File: src/rtl/addsub_sequencer.sv
// Operand-entry and execution controller for the 8-bit AddSub datapath.
// Conditions the three push buttons, sequences operand A/B entry and
// execution, and captures the datapath result and flags into stable registers.
module addsub_sequencer #(
  parameter int unsigned DEBOUNCE_CYCLES = 250000
) (
  input  logic       clk,
  input  logic       rst,
  input  logic [7:0] sw,
  input  logic [2:0] btn,
  input  logic [7:0] S_in,
  input  logic       ovf_in,
  input  logic       neg_in,
  output logic [7:0] op1,
  output logic [7:0] op2,
  output logic       sub,
  output logic [7:0] result,
  output logic       overflow,
  output logic       neg,
  output logic [1:0] disp_sel,
  output logic [1:0] state_led,
  output logic       done
);

  localparam int unsigned CntW = $clog2(DEBOUNCE_CYCLES + 1);
  localparam logic [CntW-1:0] CntMax = CntW'(DEBOUNCE_CYCLES);

  typedef enum logic [1:0] {
    StEnterA = 2'd0,
    StEnterB = 2'd1,
    StExec   = 2'd2,
    StShow   = 2'd3
  } state_e;

  // Button conditioning state: [0] enter, [1] toggle, [2] clear
  logic [2:0]      sync1_q, sync2_q;
  logic [2:0]      level_q, level_d;
  logic [2:0]      prev_q;
  logic [CntW-1:0] cnt_q [3];
  logic [CntW-1:0] cnt_d [3];
  logic [2:0]      pulse;

  logic pulse_enter, pulse_toggle, pulse_clear;

  // Synchronizers, debouncer levels/counters and edge-detect history
  always_ff @(posedge clk or posedge rst) begin
    if (rst) begin
      sync1_q <= '0;
      sync2_q <= '0;
      level_q <= '0;
      prev_q  <= '0;
      for (int i = 0; i < 3; i++) begin
        cnt_q[i] <= '0;
      end
    end else begin
      sync1_q <= btn;
      sync2_q <= sync1_q;
      level_q <= level_d;
      prev_q  <= level_q;
      for (int i = 0; i < 3; i++) begin
        cnt_q[i] <= cnt_d[i];
      end
    end
  end

  // Debounce: count while synced level disagrees, flip once count reaches the limit
  always_comb begin
    level_d = level_q;
    for (int i = 0; i < 3; i++) begin
      cnt_d[i] = '0;
      if (sync2_q[i] != level_q[i]) begin
        if (cnt_q[i] == CntMax) begin
          level_d[i] = ~level_q[i];
        end else begin
          cnt_d[i] = cnt_q[i] + CntW'(1);
        end
      end
    end
  end

  // One pulse per accepted 0->1 transition
  assign pulse        = level_q & ~prev_q;
  assign pulse_enter  = pulse[0];
  assign pulse_toggle = pulse[1];
  assign pulse_clear  = pulse[2];

  state_e     state_q, state_d;
  logic [7:0] op1_q, op1_d;
  logic [7:0] op2_q, op2_d;
  logic       sub_q, sub_d;
  logic [7:0] result_q, result_d;
  logic       ovf_q, ovf_d;
  logic       neg_q, neg_d;
  logic       done_q, done_d;
  logic       show_q, show_d;

  // Sequencer state and captured datapath registers
  always_ff @(posedge clk or posedge rst) begin
    if (rst) begin
      state_q  <= StEnterA;
      op1_q    <= '0;
      op2_q    <= '0;
      sub_q    <= 1'b0;
      result_q <= '0;
      ovf_q    <= 1'b0;
      neg_q    <= 1'b0;
      done_q   <= 1'b0;
      show_q   <= 1'b0;
    end else begin
      state_q  <= state_d;
      op1_q    <= op1_d;
      op2_q    <= op2_d;
      sub_q    <= sub_d;
      result_q <= result_d;
      ovf_q    <= ovf_d;
      neg_q    <= neg_d;
      done_q   <= done_d;
      show_q   <= show_d;
    end
  end

  // Next-state and register updates; clear outranks enter/toggle
  always_comb begin
    state_d  = state_q;
    op1_d    = op1_q;
    op2_d    = op2_q;
    sub_d    = sub_q;
    result_d = result_q;
    ovf_d    = ovf_q;
    neg_d    = neg_q;
    done_d   = 1'b0;
    show_d   = (state_q == StShow);

    if (state_q == StExec) begin
      result_d = S_in;
      ovf_d    = ovf_in;
      neg_d    = neg_in;
      done_d   = 1'b1;
      // A clear landing during capture still lets capture finish first
      state_d  = pulse_clear ? StEnterA : StShow;
    end else if (pulse_clear) begin
      op1_d    = '0;
      op2_d    = '0;
      result_d = '0;
      ovf_d    = 1'b0;
      neg_d    = 1'b0;
      state_d  = StEnterA;
    end else begin
      if (pulse_toggle) begin
        sub_d = ~sub_q;
      end
      if (pulse_enter) begin
        unique case (state_q)
          StEnterA: begin
            op1_d   = sw;
            state_d = StEnterB;
          end
          StEnterB: begin
            op2_d   = sw;
            state_d = StExec;
          end
          StShow: begin
            op1_d   = result_q;
            state_d = StEnterB;
          end
          default: state_d = state_q;
        endcase
      end
    end
  end

  assign op1       = op1_q;
  assign op2       = op2_q;
  assign sub       = sub_q;
  assign result    = result_q;
  assign overflow  = ovf_q;
  assign neg       = neg_q;
  assign done      = done_q;
  assign disp_sel  = {1'b0, show_q};
  assign state_led = state_q;

endmodule

File: config.mk
export PLATFORM = sky130hd
export DESIGN_NAME = addsub_sequencer
export DESIGN_NICKNAME = d
export VERILOG_FILES = /design/src/rtl/addsub_sequencer.sv
export SDC_FILE = /design/constraint.sdc
export NUM_CORES = 1
export LEC_CHECK = 0
export CAP_MARGIN = 30
export CORE_ASPECT_RATIO = 1.5
export CORE_MARGIN = 2
export CORE_UTILIZATION = 45
export CTS_CLUSTER_DIAMETER = 100
export CTS_CLUSTER_SIZE = 10
export DETAILED_ROUTE_END_ITERATION = 10
export PLACE_DENSITY = 0.67
export SYNTH_ARGS = -nofsm -noshare
export SYNTH_HDL_FRONTEND = slang
export SYNTH_SLANG_ARGS = --single-unit
export TNS_END_PERCENT = 5
File: constraint.sdc
create_clock -name clk -period 7.45 [get_ports clk]
set_clock_uncertainty 0.05 [all_clocks]
set_input_delay 2.235 -clock clk [delete_from_list [all_inputs] [get_ports clk]]
set_output_delay 2.235 -clock clk [all_outputs]
set_load 0.05 [all_outputs]
==> results_dict.tcl <==
set metrics [dict create \
    clockBufferDepth 2 \
    cts.clk_slew.worst_paths_ns 0.07 \
    met3_usage 0.0401 \
    holdWs_ns 0.309 \
    dp_hpwl_um 6330 \
    dpl-instance-area_um2 5180 \
    tightest_slew_ns 0.890 \
    cell_internal_pwr_w 0.000803 \
    power.share.sequential 0.521 \
    synth_cell_types 44 \
    switching_share 0.227 \
    ant_nets 0 \
    start_kind "flip-flop" \
    cts_tree "done" \
    synthArstFlopShare 1.00 \
    gp_congestion 0.781 \
    root_buffer "clkbuf_16" \
    antenna_found_initial 0 \
    max_freq_mhz 257 \
    synth-edff-count 0 \
    first_global_vias 3272 \
    synth_top_cell_area_share 0.533 \
    syn_avg_cell_area_um2 10.1 \
    ctsHoldBuffers 0 \
    grt_overflow_total 0 \
    wire_per_inst_um 14.4 \
    cts_setup_buffers 0 \
    end_kind "primary output" \
    critPathKind "reg -> out" \
    setup_viol 0 \
    synth_area_um2 4560 \
    grt_first_pass_wirelength_um 15300 \
    nFillCells 878 \
    synthesis.nets 482 \
    p_leak_nw 2.27 \
    synth_area_leaders "dfrtp_1 (53%), xnor2_1 (6.0%), nor2_1 (5.5%)" \
    pin_count 55 \
    drt-initial-drc-count 136 \
    num_antenna_cells 0 \
    hold_violations 0 \
    powerDensity_nw_per_um2 190 \
    critPathBufInv 1 \
    io_buffer_count 53 \
    met2_usage 0.299 \
    outcome "complete, no violations" \
    arrival_ns 1.61 \
    fin_crit_ns 3.89 \
    fp.dieW_um 86.2 \
    cts_resized 0 \
    final_nets 535 \
    drive_gt1_frac 0.0710 \
    critPathMaxFanout 6 \
    start_util 0.457 \
    fin_setup_tns_ns 0 \
    slew_violations 0 \
    h-tree-depth 3 \
    syn2layout_area_growth_pct 20.0 \
    firstDrtPassIters 4 \
    max_stage_delay_ns 0.84 \
    routed_wl_um 9000 \
    cts_buffers 9 \
    slew_headroom 0.403 \
    seq_area_um2 2430 \
    power.share.combinational 0.057 \
    hp-class "reg -> reg" \
    fin_area_um2 5470 \
    clkSinkCount 97 \
    top_usage_layer "met2" \
    via_per_inst 5.39 \
    critPathRequiredTime_ns 5.16 \
    path_cells "clkdlybuf4s50_1" \
    yosysSeqAreaShare 0.533 \
    synth_seq_cells 97 \
    netlist_instances 449 \
    maxCapViolCount 0 \
    yosys_warnings 0 \
    period_share 0.523 \
    cp_slowest_cell "clkdlybuf4s50_1" \
    track_usage 0.175 \
    crit_family "buffers and inverters" \
    drc 0 \
    yosys.area.top_type "dfrtp_1" \
    multi_input_area_um2 1980 \
    coreArea_um2 9970 \
    num_vias 3361 \
    clock_latency_ns 0.34 \
    ys.flop_type "dfrtp_1" \
    use_met1 0.214 \
    rsz0062_at_grt "false" \
    p_sw_w 0.000236 \
    grt_start_max_net_pins 61 \
    die_h_um 127 \
    irDropWorstVdd_uv 137 \
    reg2reg_setup_slack_ns 5.19 \
    die_area_um2 11000 \
    clock_power_share 0.422 \
    row_count 45 \
]
-- metrics by stage --
step / cells / util / worst slack [ns] / total power [W]
final: 624 / 0.549 / 3.56 / 0.00104
after global routing: 624 / 0.549 / 3.49 / 0.00108
after CTS: 624 / 0.549 / 3.54 / 0.00105
after detailed placement: 608 / 0.520 / 3.56 / 0.000612
after global placement: 607 / 0.519 / 3.57 / 0.000610
after floorplan: 449 / - / 2.63 / 0.000586
-- routing by layer --
layer	wire length, um	share of wire
met1	3830	0.43
met2	4690	0.52
met3	298	0.033
met4	184	0.020
met5	0	0
-- sequential cells by signal, indices dropped and copies added, names as in the netlist --
name,flops
done,1
sync2_q,3
prev_q,3
op2,8
state_led,2
overflow,1
neg,1
op1,8
cnt_q,54
result,8
sync1_q,3
show_q,1
level_q,3
sub,1
-- path summary, 6_finish.rpt --
path	startpoint	endpoint	depth (start not counted)
max	state_led[0]	state_led[0]	1
min	sync1_q[1]	sync2_q[1]	0
max reg2reg	state_led[0]	op2[7]	5
min reg2reg	sync1_q[1]	sync2_q[1]	0
max in group asynchronous	rst	cnt_q[24]	3
min in group asynchronous	rst	cnt_q[39]	2
-- layout by cell type, fill, tap and decap left out, types with 2 or more instances in the layout --
cell,count
nor4_1,13
or4_1,6
and4_1,3
o31ai_1,4
and2_1,2
or3_1,5
o21ai_0,21
nand3b_1,2
clkbuf_8,2
ha_1,10
xor2_1,13
nand3_1,20
clkdlybuf4s50_1,53
clkinv_2,2
clkbuf_16,9
nand4_1,13
nor2_1,67
mux2_2,11
xnor2_1,31
a21oi_1,11
inv_1,19
nand4bb_1,2
dfrtp_1,97
mux2i_1,8
nand2_1,49
o21ai_1,2
nand2b_1,2
nor3_1,9
-- final cells by class --
cell class                 count  area share
sequential                    97       0.444
multi-input combinational    319       0.363
timing repair buffer          55       0.100
clock buffer                  12      0.0469
tap                          117      0.0268
inverter                      20      0.0142
clock inverter                 4     0.00481
-- power groups by stage --
stage          Combinational (W)  Sequential (W)  Clock, W
3_5_place_dp           0.0000604        0.000551         0
2_1_floorplan          0.0000283        0.000558         0
4_1_cts                0.0000608        0.000541  0.000450
3_3_place_gp           0.0000588        0.000551         0
6_report               0.0000593        0.000541  0.000438
5_1_grt                0.0000665        0.000542  0.000473
-- cells by family after synthesis --
logic type / share of synthesized area
simple gates: 0.217
fa+ha+maj: 0.0275
other cells: 0.000823
compound gates: 0.0604
mux: 0.0448
xor+xnor: 0.0846
buf+inv: 0.0318
flops: 0.533
-- Yosys cell counts (2+ instances only) --
cell type / instances
dfrtp_1: 97
nor2_1: 67
nand2_1: 49
xnor2_1: 31
o21ai_0: 21
inv_1: 20
nand3_1: 20
nand4_1: 13
nor4_1: 13
xor2_1: 13
a21oi_1: 11
mux2_2: 11
ha_1: 10
nor3_1: 9
mux2i_1: 8
clkbuf_1: 6
or4_1: 6
or3_1: 5
o31ai_1: 4
and4_1: 3
buf_4: 3
and2_1: 2
buf_2: 2
nand2b_1: 2
nand3b_1: 2
nand4bb_1: 2
o21ai_1: 2
Note: power is estimated with default switching activity, not from simulation.
